## src/rtl/screen_mem_arb_pkg.sv

```systemverilog
// Shared types and default geometry for the screen RAM arbiter.
// Address layout: {row, word-in-line}, one bit per pixel.
package screen_pkg;

    localparam int SCR_ADDR_W = 13;
    localparam int SCR_DATA_W = 16;
    localparam int SCR_LINE_W = 5;
    localparam int SCR_ROW_W  = 8;

    typedef enum logic [1:0] {
        IDLE,
        FETCH,
        DRAIN
    } arb_state_t;

    // Owner of the read data returning from the RAM one cycle after issue.
    typedef enum logic [1:0] {
        NONE,
        CPU,
        LB
    } ret_tag_t;

endpackage

```

## src/rtl/screen_mem_arb_if.sv

```systemverilog
// Bus bundle between the arbiter (slave) and the CPU / RAM / pixel side (master).
// All signals are cycle-level; grants and RAM strobes are combinational on the slave side.
interface screen_mem_arb_if
    import screen_pkg::*;
#(
    parameter int ADDR_W = SCR_ADDR_W,
    parameter int DATA_W = SCR_DATA_W,
    parameter int LINE_W = SCR_LINE_W,
    parameter int ROW_W  = SCR_ROW_W
);
    logic              line_req;
    logic [ROW_W-1:0]  line_num;
    logic              cpu_req;
    logic              cpu_we;
    logic [ADDR_W-1:0] cpu_addr;
    logic [DATA_W-1:0] cpu_wdata;
    logic              cpu_gnt;
    logic              cpu_rvalid;
    logic [DATA_W-1:0] cpu_rdata;
    logic              mem_en;
    logic              mem_we;
    logic [ADDR_W-1:0] mem_addr;
    logic [DATA_W-1:0] mem_wdata;
    logic [DATA_W-1:0] mem_rdata;
    logic              lb_we;
    logic [LINE_W-1:0] lb_waddr;
    logic [DATA_W-1:0] lb_wdata;
    logic              fetch_busy;
    logic              fetch_done;
    logic              fetch_overrun;
    logic [15:0]       stall_cnt;

    modport slave (
        input  line_req, line_num, cpu_req, cpu_we, cpu_addr, cpu_wdata, mem_rdata,
        output cpu_gnt, cpu_rvalid, cpu_rdata, mem_en, mem_we, mem_addr, mem_wdata,
        output lb_we, lb_waddr, lb_wdata, fetch_busy, fetch_done, fetch_overrun, stall_cnt
    );

    modport master (
        output line_req, line_num, cpu_req, cpu_we, cpu_addr, cpu_wdata, mem_rdata,
        input  cpu_gnt, cpu_rvalid, cpu_rdata, mem_en, mem_we, mem_addr, mem_wdata,
        input  lb_we, lb_waddr, lb_wdata, fetch_busy, fetch_done, fetch_overrun, stall_cnt
    );

endinterface

```

## src/rtl/screen_arb_wait_cnt.sv

```systemverilog
// Counts consecutive refused cycles of a pending CPU request, saturating at MAX_WAIT;
// o_force demands the next slot for the CPU once the bound is reached.
module screen_arb_wait_cnt #(
    parameter int MAX_WAIT = 4
) (
    input  logic clk,
    input  logic rst,
    input  logic i_cpu_req,
    input  logic i_cpu_gnt,
    output logic o_force
);
    localparam int                CNT_W   = $clog2(MAX_WAIT + 1);
    localparam logic [CNT_W-1:0]  CNT_MAX = CNT_W'(MAX_WAIT);

    logic [CNT_W-1:0] r_cnt;

    always_ff @(posedge clk) begin
        if (rst || !i_cpu_req || i_cpu_gnt) begin
            r_cnt <= '0;
        end else if (r_cnt != CNT_MAX) begin
            r_cnt <= r_cnt + 1'b1;
        end
    end

    assign o_force = i_cpu_req && (r_cnt == CNT_MAX);

endmodule

```

## src/rtl/screen_mem_arb.sv

```systemverilog
// Screen RAM arbiter: CPU vs. line prefetch, CPU granted same cycle, read data 1 cycle later;
// CPU waits at most CPU_MAX_WAIT cycles during a fetch. Optional stall counter: SCREEN_ARB_STATS_EN.
module screen_mem_arb
    import screen_pkg::*;
#(
    parameter int ADDR_W       = SCR_ADDR_W,
    parameter int DATA_W       = SCR_DATA_W,
    parameter int LINE_W       = SCR_LINE_W,
    parameter int ROW_W        = SCR_ROW_W,
    parameter int CPU_MAX_WAIT = 4
) (
    input  logic            clk,
    input  logic            rst,
    screen_mem_arb_if.slave bus
);
    arb_state_t        r_state;
    logic [ROW_W-1:0]  r_line;
    logic [LINE_W-1:0] r_word;
    ret_tag_t          r_tag;
    logic [LINE_W-1:0] r_lb_idx;
    logic              r_fetch_done;

    logic w_force;
    logic w_cpu_gnt;
    logic w_fetch_slot;
    logic w_lb_we;
    logic w_cpu_rvalid;

    screen_arb_wait_cnt #(
        .MAX_WAIT (CPU_MAX_WAIT)
    ) u_wait_cnt (
        .clk       (clk),
        .rst       (rst),
        .i_cpu_req (bus.cpu_req),
        .i_cpu_gnt (w_cpu_gnt),
        .o_force   (w_force)
    );

    // Slot selection: the fetch owns FETCH cycles unless the CPU wait bound has been hit.
    always_comb begin
        w_cpu_gnt    = 1'b0;
        w_fetch_slot = 1'b0;
        if (!rst) begin
            case (r_state)
                IDLE:    w_cpu_gnt = bus.cpu_req;
                FETCH: begin
                    w_cpu_gnt    = w_force;
                    w_fetch_slot = !w_force;
                end
                DRAIN:   w_cpu_gnt = bus.cpu_req;
                default: w_cpu_gnt = 1'b0;
            endcase
        end
    end

    always_ff @(posedge clk) begin
        if (rst) begin
            r_state      <= IDLE;
            r_line       <= '0;
            r_word       <= '0;
            r_tag        <= NONE;
            r_lb_idx     <= '0;
            r_fetch_done <= 1'b0;
        end else begin
            r_fetch_done <= 1'b0;
            if (w_fetch_slot) begin
                r_tag    <= LB;
                r_lb_idx <= r_word;
            end else if (w_cpu_gnt && !bus.cpu_we) begin
                r_tag <= CPU;
            end else begin
                r_tag <= NONE;
            end
            case (r_state)
                IDLE: begin
                    if (bus.line_req) begin
                        r_line  <= bus.line_num;
                        r_word  <= '0;
                        r_state <= FETCH;
                    end
                end
                FETCH: begin
                    if (w_fetch_slot) begin
                        r_word <= r_word + 1'b1;
                        if (&r_word) begin
                            r_state <= DRAIN;
                        end
                    end
                end
                DRAIN: begin
                    r_state      <= IDLE;
                    r_fetch_done <= 1'b1;
                end
                default: r_state <= IDLE;
            endcase
        end
    end

    assign bus.cpu_gnt   = w_cpu_gnt;
    assign bus.mem_en    = w_cpu_gnt | w_fetch_slot;
    assign bus.mem_we    = w_cpu_gnt & bus.cpu_we;
    assign bus.mem_addr  = w_fetch_slot ? {r_line, r_word} : (w_cpu_gnt ? bus.cpu_addr : '0);
    assign bus.mem_wdata = w_cpu_gnt ? bus.cpu_wdata : '0;

    // Returns in flight while rst is high are dropped.
    assign w_lb_we        = !rst && (r_tag == LB);
    assign w_cpu_rvalid   = !rst && (r_tag == CPU);
    assign bus.lb_we      = w_lb_we;
    assign bus.lb_waddr   = w_lb_we ? r_lb_idx : '0;
    assign bus.lb_wdata   = w_lb_we ? bus.mem_rdata : '0;
    assign bus.cpu_rvalid = w_cpu_rvalid;
    assign bus.cpu_rdata  = w_cpu_rvalid ? bus.mem_rdata : '0;

    assign bus.fetch_busy    = (r_state != IDLE);
    assign bus.fetch_done    = r_fetch_done;
    assign bus.fetch_overrun = !rst && bus.line_req && (r_state != IDLE);

`ifdef SCREEN_ARB_STATS_EN
    logic [15:0] r_stall_cnt;

    always_ff @(posedge clk) begin
        if (rst) begin
            r_stall_cnt <= '0;
        end else if (bus.cpu_req && !w_cpu_gnt && (r_stall_cnt != 16'hFFFF)) begin
            r_stall_cnt <= r_stall_cnt + 16'd1;
        end
    end

    assign bus.stall_cnt = r_stall_cnt;
`else
    assign bus.stall_cnt = '0;
`endif

endmodule

```

## src/flat_wrapper.sv

```systemverilog
// flat-port wrapper written by rule: the top's interface ports become plain ports
module screen_mem_arb_flat import screen_pkg::*;
#(
    parameter int ADDR_W       = SCR_ADDR_W,
    parameter int DATA_W       = SCR_DATA_W,
    parameter int LINE_W       = SCR_LINE_W,
    parameter int ROW_W        = SCR_ROW_W,
    parameter int CPU_MAX_WAIT = 4
)
  (clk, rst, bus_line_req, bus_line_num, bus_cpu_req, bus_cpu_we, bus_cpu_addr, bus_cpu_wdata, bus_mem_rdata, bus_cpu_gnt, bus_cpu_rvalid, bus_cpu_rdata, bus_mem_en, bus_mem_we, bus_mem_addr, bus_mem_wdata, bus_lb_we, bus_lb_waddr, bus_lb_wdata, bus_fetch_busy, bus_fetch_done, bus_fetch_overrun, bus_stall_cnt);
  screen_mem_arb_if #(.ADDR_W(ADDR_W), .DATA_W(DATA_W), .LINE_W(LINE_W), .ROW_W(ROW_W)) bus_i ();
  input  logic clk;
  input  logic rst;
  input wire logic [$bits(bus_i.line_req)-1:0] bus_line_req;
  input wire logic [$bits(bus_i.line_num)-1:0] bus_line_num;
  input wire logic [$bits(bus_i.cpu_req)-1:0] bus_cpu_req;
  input wire logic [$bits(bus_i.cpu_we)-1:0] bus_cpu_we;
  input wire logic [$bits(bus_i.cpu_addr)-1:0] bus_cpu_addr;
  input wire logic [$bits(bus_i.cpu_wdata)-1:0] bus_cpu_wdata;
  input wire logic [$bits(bus_i.mem_rdata)-1:0] bus_mem_rdata;
  output wire logic [$bits(bus_i.cpu_gnt)-1:0] bus_cpu_gnt;
  output wire logic [$bits(bus_i.cpu_rvalid)-1:0] bus_cpu_rvalid;
  output wire logic [$bits(bus_i.cpu_rdata)-1:0] bus_cpu_rdata;
  output wire logic [$bits(bus_i.mem_en)-1:0] bus_mem_en;
  output wire logic [$bits(bus_i.mem_we)-1:0] bus_mem_we;
  output wire logic [$bits(bus_i.mem_addr)-1:0] bus_mem_addr;
  output wire logic [$bits(bus_i.mem_wdata)-1:0] bus_mem_wdata;
  output wire logic [$bits(bus_i.lb_we)-1:0] bus_lb_we;
  output wire logic [$bits(bus_i.lb_waddr)-1:0] bus_lb_waddr;
  output wire logic [$bits(bus_i.lb_wdata)-1:0] bus_lb_wdata;
  output wire logic [$bits(bus_i.fetch_busy)-1:0] bus_fetch_busy;
  output wire logic [$bits(bus_i.fetch_done)-1:0] bus_fetch_done;
  output wire logic [$bits(bus_i.fetch_overrun)-1:0] bus_fetch_overrun;
  output wire logic [$bits(bus_i.stall_cnt)-1:0] bus_stall_cnt;
  assign bus_i.line_req = bus_line_req;
  assign bus_i.line_num = bus_line_num;
  assign bus_i.cpu_req = bus_cpu_req;
  assign bus_i.cpu_we = bus_cpu_we;
  assign bus_i.cpu_addr = bus_cpu_addr;
  assign bus_i.cpu_wdata = bus_cpu_wdata;
  assign bus_i.mem_rdata = bus_mem_rdata;
  assign bus_cpu_gnt = bus_i.cpu_gnt;
  assign bus_cpu_rvalid = bus_i.cpu_rvalid;
  assign bus_cpu_rdata = bus_i.cpu_rdata;
  assign bus_mem_en = bus_i.mem_en;
  assign bus_mem_we = bus_i.mem_we;
  assign bus_mem_addr = bus_i.mem_addr;
  assign bus_mem_wdata = bus_i.mem_wdata;
  assign bus_lb_we = bus_i.lb_we;
  assign bus_lb_waddr = bus_i.lb_waddr;
  assign bus_lb_wdata = bus_i.lb_wdata;
  assign bus_fetch_busy = bus_i.fetch_busy;
  assign bus_fetch_done = bus_i.fetch_done;
  assign bus_fetch_overrun = bus_i.fetch_overrun;
  assign bus_stall_cnt = bus_i.stall_cnt;
  screen_mem_arb #(.ADDR_W(ADDR_W), .DATA_W(DATA_W), .LINE_W(LINE_W), .ROW_W(ROW_W), .CPU_MAX_WAIT(CPU_MAX_WAIT)) u_core (.clk(clk), .rst(rst), .bus(bus_i));
endmodule
```

## config.mk

```make
export PLATFORM = sky130hd
export DESIGN_NAME = screen_mem_arb_flat
export DESIGN_NICKNAME = d
export VERILOG_FILES = /design/src/rtl/screen_mem_arb_pkg.sv /design/src/rtl/screen_mem_arb_if.sv /design/src/rtl/screen_arb_wait_cnt.sv /design/src/rtl/screen_mem_arb.sv /design/src/flat_wrapper.sv
export SDC_FILE = /design/constraint.sdc
export NUM_CORES = 1
export LEC_CHECK = 0
export ABC_CLOCK_PERIOD_IN_PS = 1830
export BUFFER_PORTS_ARGS = -buffer_cell sky130_fd_sc_hd__buf_2
export CORE_ASPECT_RATIO = 0.9
export CORE_UTILIZATION = 38
export DETAILED_ROUTE_END_ITERATION = 8
export MAX_ROUTING_LAYER = met4
export PLACE_DENSITY = 0.81
export SLEW_MARGIN = 10
export SYNTH_ARGS = -nofsm -noshare
export SYNTH_HDL_FRONTEND = slang
export SYNTH_SLANG_ARGS = --single-unit
```

## constraint.sdc

```tcl
create_clock -name clk -period 1.83 [get_ports clk]
set_input_delay 0.366 -clock clk [delete_from_list [all_inputs] [get_ports clk]]
set_output_delay 0.366 -clock clk [all_outputs]
set_load 0.1 [all_outputs]
```

==> run_results.csv, run 1 <==
group,metric,value,unit
cells_and_area,design_area,0.00405,mm^2
setup_path,cp_max_fo,6,
setup_path,slowest_delay,0.35,ns
yosys,ys_ff_latch,26,
setup_path,endpoint_kind,"output pin",
timing,rsz0062_at_grt,"true",
setup_path,crit_path_top_delay_cell,"dfxtp_2",
floorplanning,io_pins,148,
clock_tree,holdBufCountCts,0,
timing,period_needed,2.28,ns
min_path,hold_path_class,"in2reg",
timing,hold_viol_final,0,
yosys,synth_area_leaders,"dfxtp_1 (31%), and2_1 (20%), a22o_1 (9.3%)",
setup_path,cp_num_buf_inv,4,
timing,slew_violations,0,
clock_tree,cts-root-buf,"clkbuf_8",
drt,routed_wl,11.6,mm
timing,setup_tns,-13.61,ns
clock_tree,clkTransAtPathRegs,0.10,ns
clock_tree,htreeDepth,1,
global_routing,grt_max_degree,19,
setup_path,path_delay_family,"buffers and inverters",
clock_tree,cts_buffer_depth,2,
yosys,netlist.area_leader.share,30.8,%
outcome,status,"finished, violations left",
min_path,min_from,"bus_cpu_we",
setup_path,worstSetupPathType,"reg2out",
yosys,syn_inst,212,
global_routing,overflow,0,
placed_design,port_buffers,131,
floorplanning,die_w,72.3,um
drt,firstDrtPassIters,6,
power,peakVddDrop,0.000757,V
clock_tree,clock_sinks,26,
outcome,violations,"setup timing",
global_routing,grtUsageTotal,42.6,%
setup_path,arrival,1.91,ns
global_routing,grt_pass1_vias,2469,
timing,fmax,0.439,GHz
drt,vias,2546,
clock_tree,cts-buffers-inserted,3,
yosys,ys_seq_area_share,30.8,%
yosys,synth_warnings,0,
setup_path,crit_top_cell,"buf_12",
timing,fin_ws,-0.446,ns
drt,ant_nets,0,
yosys,yosysTopAreaCell,"dfxtp_1",
yosys,syn_area_per_cell,7.97,um^2
clock_tree,cts_tree,"built",
cells_and_area,final_cell_mix,"buf_12 (77), buf_2 (58), and2_4 (47)",
timing,fin_worst_skew,0.00619,ns
setup_path,crit_path_start,"u_core.u_wait_cnt.r_cnt[0]$_SDFFE_PP0P_",
drt,wl_per_cell,27.6,um
placed_design,dpl.hpwl,5.85,mm
floorplanning,die_area,0.00472,mm^2
setup_path,worstPathCellList,"inv_2, ha_4, nand3b_1, a21boi_4, buf_12, clkbuf_16, a22o_4, buf_12",
setup_path,r2r-end,"u_core.r_lb_idx[4]$_SDFFE_PP0P_",
setup_path,reg2reg_setup_slack,0.13,ns
floorplanning,coreArea,0.00418,mm^2
min_path,hold_path_depth,2,
clock_tree,insertion_delay,0.27,ns
power,p_leak,1.84,nW
placed_design,place_congestion,0.833,
floorplanning,start_util,40.4,%
cells_and_area,final_nets,419,
timing,setup_viol,43,
min_path,hold-path-endpoint,"u_core.r_tag[0]$_SDFF_PP0_",
global_routing,antenna_found_initial,1,
global_routing,grt_pass1_wl,14.3,mm
setup_path,reg2reg_from,"u_core.u_wait_cnt.r_cnt[0]$_SDFFE_PP0P_",
power,pwr_density_cell,540,mW/mm^2
timing,maxSlewHeadroom,55.8,%
drt,drc,0,
yosys,synth_cell_types,30,
timing,worstMarginPinSlew,0.660,ns
floorplanning,rows,22,
floorplanning,die_h,65.3,um
setup_path,cp.required,1.46,ns
cells_and_area,syn_to_final_growth,140,%
cells_and_area,drive_above_1_share,68.5,%
setup_path,r2r_cells,6,
job,cap_violations,0,
timing,fin_crit_sh,124,%
yosys,synth_area,0.00169,mm^2
cells_and_area,final_common_cell,"buf_12",
setup_path,crit_path_start_kind,"register",
placed_design,placed_area,0.00378,mm^2
drt,avgViaCountPerCell,6.09,
drt,drt_iter0_markers,243,
## area by class of cell
type	instances	area [um^2]
clock buffers	3	41.3
repair buffers	156	2050
multi-input cells	166	1310
inverters	4	15.0
fillers	80	131
clock inverters	1	30.0
well taps	60	75.1
diodes	2	5.00
flip-flops and latches	26	529
## how the worst max path moves through the flow
stage                       end  depth (start not counted)
2_1_floorplan  bus_mem_addr[12]                          6
3_3_place_gp   bus_mem_addr[12]                          6
3_5_place_dp    bus_mem_addr[4]                          6
4_1_cts         bus_mem_addr[1]                          7
5_1_grt              bus_mem_we                          8
6_report        bus_mem_addr[5]                          8
## through the flow
| stage | util (%) | hold slack [ns] | setup slack [ns] | std cells | total power, mW |
|---|---|---|---|---|---|
| 4_1_cts | 95.1 | 0.285 | -0.321 | 412 | 2.10 |
| 2_1_floorplan | - | 0.434 | -0.150 | 227 | 1.31 |
| 3_5_place_dp | 90.4 | 0.460 | -0.109 | 402 | 1.60 |
| 3_3_place_gp | 90.4 | 0.451 | -0.0427 | 402 | 1.58 |
| 6_report | 96.9 | 0.307 | -0.446 | 418 | 2.19 |
| 5_1_grt | 96.8 | 0.292 | -0.424 | 417 | 2.22 |
## routing by layer
metal / track usage [%] / vias to the layer above / part of all wire, %
li1: - / 968 / -
met1: 39.1 / 1164 / 30
met2: 82.5 / 280 / 48
met3: 9.36 / 134 / 11
met4: 20.8 / 0 / 11
met5: - / - / 0
## kinds of logic (layout without fill, tap and decap cells)
family,after synthesis,after routing,synth area share (%)
buffers and inverters,35,164,12.4
AO/OA/AOI/OAI,37,37,15.5
XOR/XNOR,1,1,0.518
adder cells (fa/ha/maj),4,4,2.96
flip-flops,26,26,30.8
other,1,18,0.222
AND/OR/NAND/NOR,106,106,36.3
multiplexers,2,2,1.18
## registers in the layout (all words and copies together) (netlist names)
signal                   count
u_core.bus.fetch_done        1
u_core.r_line                8
u_core.r_lb_idx              5
u_core.r_word                5
u_core.r_tag                 2
u_core.r_state               2
u_core.u_wait_cnt.r_cnt      3
## cells in the mapped netlist
cell type / number
clkbuf_2: 1
nand4_1: 2
nor2_1: 4
clkbuf_1: 6
or2_2: 2
nand3_1: 7
conb_1: 1
nor3b_1: 2
mux2i_1: 2
o21ai_0: 1
buf_2: 5
ha_1: 4
or3b_1: 1
or3_1: 2
xnor2_1: 1
a22o_1: 18
inv_1: 4
and2_1: 54
nor2b_1: 3
nor3b_2: 2
nand2_1: 19
and3_1: 3
or3b_2: 1
buf_4: 19
a21boi_1: 1
a21oi_1: 14
o211ai_1: 3
dfxtp_1: 26
nor3_1: 3
nand3b_1: 1
## timing repair
action,in CTS,in global routing
pin swaps,16,16
setup endpoints to repair,64,54
setup buffers,4,4
gates resized for setup,25,9
gates cloned,2,2
## power by group
part | internal [mW] | leakage [nW] | total [mW] | switching [mW]
Clock | 0.293 | 0.0357 | 0.492 | 0.199
Sequential | 0.583 | 0.214 | 0.604 | 0.0211
Combinational | 0.362 | 1.59 | 1.09 | 0.731
Total | 1.24 | 1.84 | 2.19 | 0.952
(Power assumes the default switching activity.)
==> run 2, diff against run 1 <==
- CORE_ASPECT_RATIO: 0.9 -> not set
- SLEW_MARGIN: 10 -> not set
==> run_results.csv, run 2 <==
group,metric,value,unit
outcome,status,"aborted with a tool error",
outcome,stop_stage,"clock tree synthesis (4_1_cts)",
outcome,error_line,"[ERROR DPL-0033] detailed placement checks failed during check placement.",
yosys,synth_area_leaders,"dfxtp_1 (31%), and2_1 (20%), a22o_1 (9.3%)",
yosys,ys_seq_area_share,30.8,%
placed_design,dp.cells,392,
clock_tree,postCtsResizedCells,29,
floorplanning,rows,23,
floorplanning,start_util,40.8,%
placed_design,place_congestion,0.759,
clock_tree,cts_setup_buffers,9,
yosys,syn_area_per_cell,7.97,um^2
yosys,synth_commonest_cells,"and2_1 (54), dfxtp_1 (26), buf_4 (19), nand2_1 (19), a22o_1 (18)",
floorplanning,io_pins,148,
yosys,ys_ff_latch,26,
clock_tree,cts_buffer_depth,2,
placed_design,port_buffers,131,
yosys,synth_edf_count,0,
floorplanning,die_w,68.7,um
yosys,dominantRegCellSynth,"dfxtp_1",
clock_tree,cts-buffers-inserted,3,
placed_design,dpl.hpwl,5.92,mm
yosys,synth_cell_types,30,
floorplanning,die_h,68.7,um
clock_tree,htreeDepth,1,
yosys,syn_inst,212,
clock_tree,clock_sinks,26,
clock_tree,holdBufCountCts,0,
yosys,netlist.area_leader.share,30.8,%
yosys,yosysTopAreaCell,"dfxtp_1",
yosys,synth_warnings,0,
yosys,post-synth-top-count-cell,"and2_1",
yosys,async_reset_ff_share,0,%
clock_tree,cts-root-buf,"clkbuf_8",
yosys,synth_area,0.00169,mm^2
==> run 2: cell counts after synthesis <==
Identical to the previous run, type by type.
==> run 2: cell families after synthesis <==
group	after synthesis	share of synthesized area [%]
AND/OR/NAND/NOR	106	36.3
other	1	0.222
XOR/XNOR	1	0.518
adder cells (fa/ha/maj)	4	2.96
multiplexers	2	1.18
buffers and inverters	35	12.4
AO/OA/AOI/OAI	37	15.5
flip-flops	26	30.8
==> run 2: per-stage QoR <==
stage / util, % / instance area [um^2] / worst slack (ns)
detailed placement: 90.9 / 3770 / -0.0886
global placement: 90.9 / 3770 / -0.0530
floorplan: - / 2070 / -0.150
==> run 3, diff against run 2 <==
- CORE_UTILIZATION: 38 -> 35
- MAX_ROUTING_LAYER: met4 -> not set
- PLACE_DENSITY: 0.81 -> not set
- PLACE_DENSITY_LB_ADDON: not set -> 0.15
==> run_results.csv, run 3 (same netlist as run 1, synthesis figures left out) <==
group,metric,value,unit
outcome,status,"finished, violations left",
outcome,violations,"setup timing",
drt,avgViaCountPerCell,5.11,
global_routing,grt_max_degree,23,
cells_and_area,design_area,0.00402,mm^2
cells_and_area,n_antenna_cell,0,
cells_and_area,largest_register_ffs,8,
setup_path,cp-endpoint,"bus_mem_wdata[15]",
power,peakVddDrop,0.000524,V
setup_path,r2r_cells,6,
cells_and_area,reg_top3,"u_core.r_line: 8 flops, u_core.r_lb_idx: 5 flops, u_core.r_word: 5 flops",
cells_and_area,final_cell_mix,"buf_12 (74), buf_2 (59), and2_4 (47)",
drt,vias,2100,
global_routing,antenna_found_initial,0,
timing,fin_crit_sh,116,%
setup_path,reg2reg_from,"u_core.r_word[1]$_SDFFE_PP0P_",
timing,fmax,0.472,GHz
drt,routed_wl,7.48,mm
setup_path,path_delay_family,"buffers and inverters",
drt,ant_nets,0,
min_path,min_from,"bus_cpu_we",
drt,drt_iter0_markers,57,
floorplanning,coreArea,0.00450,mm^2
power,p_sw,0.889,mW
cells_and_area,final_common_cell,"buf_12",
drt,wl_met1,2.60,mm
power,power_frac_seq,28.3,%
min_path,hold_path_class,"in2reg",
setup_path,arrival,1.75,ns
power,power,2.12,mW
timing,setup_tns,-8.77,ns
power,p_int,1.23,mW
global_routing,grt_pass1_vias,2061,
placed_design,place_congestion,0.783,
power,power_frac_comb,48.8,%
setup_path,crit_path_start,"u_core.u_wait_cnt.r_cnt[1]$_SDFFE_PP0P_",
power,switching_share,42.0,%
cells_and_area,multi_input_area,0.00132,mm^2
setup_path,cp_max_fo,11,
drt,drc,0,
global_routing,grt_pass1_wl,10.5,mm
timing,hold_viol_final,0,
setup_path,slowest_delay,0.33,ns
cells_and_area,final_nets,422,
timing,whs,0.251,ns
setup_path,crit_path_top_delay_cell,"dfxtp_2",
clock_tree,insertion_delay,0.28,ns
drt,wl_per_cell,18.2,um
setup_path,worstSetupPathType,"reg2out",
setup_path,crit_path_start_kind,"register",
setup_path,endpoint_kind,"output pin",
timing,fin_worst_skew,0.00434,ns
drt,route.met2.wl,4.12,mm
clock_tree,cts_tree,"built",
global_routing,grtUsageTotal,26.4,%
setup_path,r2r-end,"u_core.r_state[0]$_SDFFE_PP0P_",
power,clockPowerShare,22.9,%
placed_design,port_buffers,131,
setup_path,reg2reg_setup_slack,0.29,ns
setup_path,worstPathCellList,"inv_2, ha_4, nand3b_1, a21boi_4, buf_6, and2_4, buf_12",
timing,rsz0062_at_grt,"true",
clock_tree,cts_buffer_depth,2,
clock_tree,cts-root-buf,"clkbuf_8",
cells_and_area,ff_latch_area,527,um^2
drt,routed-wl-met3,568,um
job,cap_violations,0,
setup_path,cp_num_buf_inv,3,
clock_tree,cts-buffers-inserted,3,
floorplanning,rows,24,
timing,setup_viol,51,
floorplanning,die_area,0.00511,mm^2
drt,firstDrtPassIters,4,
floorplanning,io_pins,148,
setup_path,crit_cells,7,
timing,slew_violations,0,
cells_and_area,syn_to_final_growth,138,%
setup_path,cp.required,1.46,ns
power,p_leak,1.84,nW
clock_tree,clock_sinks,26,
timing,fin_ws,-0.290,ns
placed_design,dpl.hpwl,4.97,mm
placed_design,placed_area,0.00379,mm^2
floorplanning,start_util,37.5,%
global_routing,overflow,0,
cells_and_area,drive_above_1_share,69.4,%
clock_tree,clkTransAtPathRegs,0.09,ns
drt,highest_layer,"met4",
power,pwr_density_cell,526,mW/mm^2
floorplanning,die_h,71.5,um
clock_tree,htreeDepth,1,
cells_and_area,top_register,"u_core.r_line",
floorplanning,die_w,71.5,um
timing,period_needed,2.12,ns
cells_and_area,num-fill-cells,192,
==> run 3: repair_timing <==
item | 4_1_cts | 5_1_grt
hold buffers | 0 | 0
buffers inserted | 6 | 4
setup endpoints to repair | 32 | 53
gates cloned | 1 | 3
resized for setup | 10 | 19
pin swaps | 3 | 16
==> run 3: how the worst min path moves through the flow <==
stage                                      end  slack [ns]  cells past startpoint
6_report            u_core.r_tag[0]$_SDFF_PP0_        0.25                      2
5_1_grt             u_core.r_tag[0]$_SDFF_PP0_        0.25                      2
4_1_cts             u_core.r_tag[0]$_SDFF_PP0_        0.26                      2
3_5_place_dp     u_core.r_line[7]$_SDFFE_PP0P_        0.46                      2
3_3_place_gp   u_core.r_lb_idx[4]$_SDFFE_PP0P_        0.45                      1
2_1_floorplan  u_core.r_lb_idx[4]$_SDFFE_PP0P_        0.43                      1
==> run 3: layout make-up <==
class | count | share of cell area (%)
Multi-Input combinational cell | 166 | 32.7
Tap cell | 52 | 1.62
Clock inverter | 1 | 0.746
Sequential cell | 26 | 13.1
Timing Repair Buffer | 159 | 50.4
Clock buffer | 3 | 1.03
Inverter | 4 | 0.373
==> run 3: worst reg2reg max path: cells and delay by family (launching register included) <==
kind	cells	cell delay [ns]
buf+inv	1	0.07
simple gates	1	0.16
fa+ha+maj	2	0.38
compound gates	2	0.32
flops	1	0.48
==> run 3: layer usage <==
metal,vias to the layer above,global-route usage (%)
met4,0,9.80
li1,975,-
met1,995,29.6
met2,113,48.6
met5,-,0
met3,17,6.05
==> run 3: per-stage QoR <==
step	instances	utilization, %	setup WS (ns)
4_1_cts	406	87.6	-0.331
3_5_place_dp	396	84.1	-0.154
5_1_grt	411	89.3	-0.352
2_1_floorplan	227	-	-0.150
3_3_place_gp	396	84.1	-0.0832
6_report	411	89.3	-0.290
==> run 3: power by group through the flow <==
| stage | logic (mW) | registers [mW] | clock network, mW |
|---|---|---|---|
| floorplan | 0.702 | 0.607 | 0 |
| global placement | 0.977 | 0.609 | 0 |
| detailed placement | 0.992 | 0.609 | 0 |
| CTS | 1.01 | 0.597 | 0.485 |
| global route | 1.06 | 0.602 | 0.510 |
| finish | 1.03 | 0.599 | 0.484 |
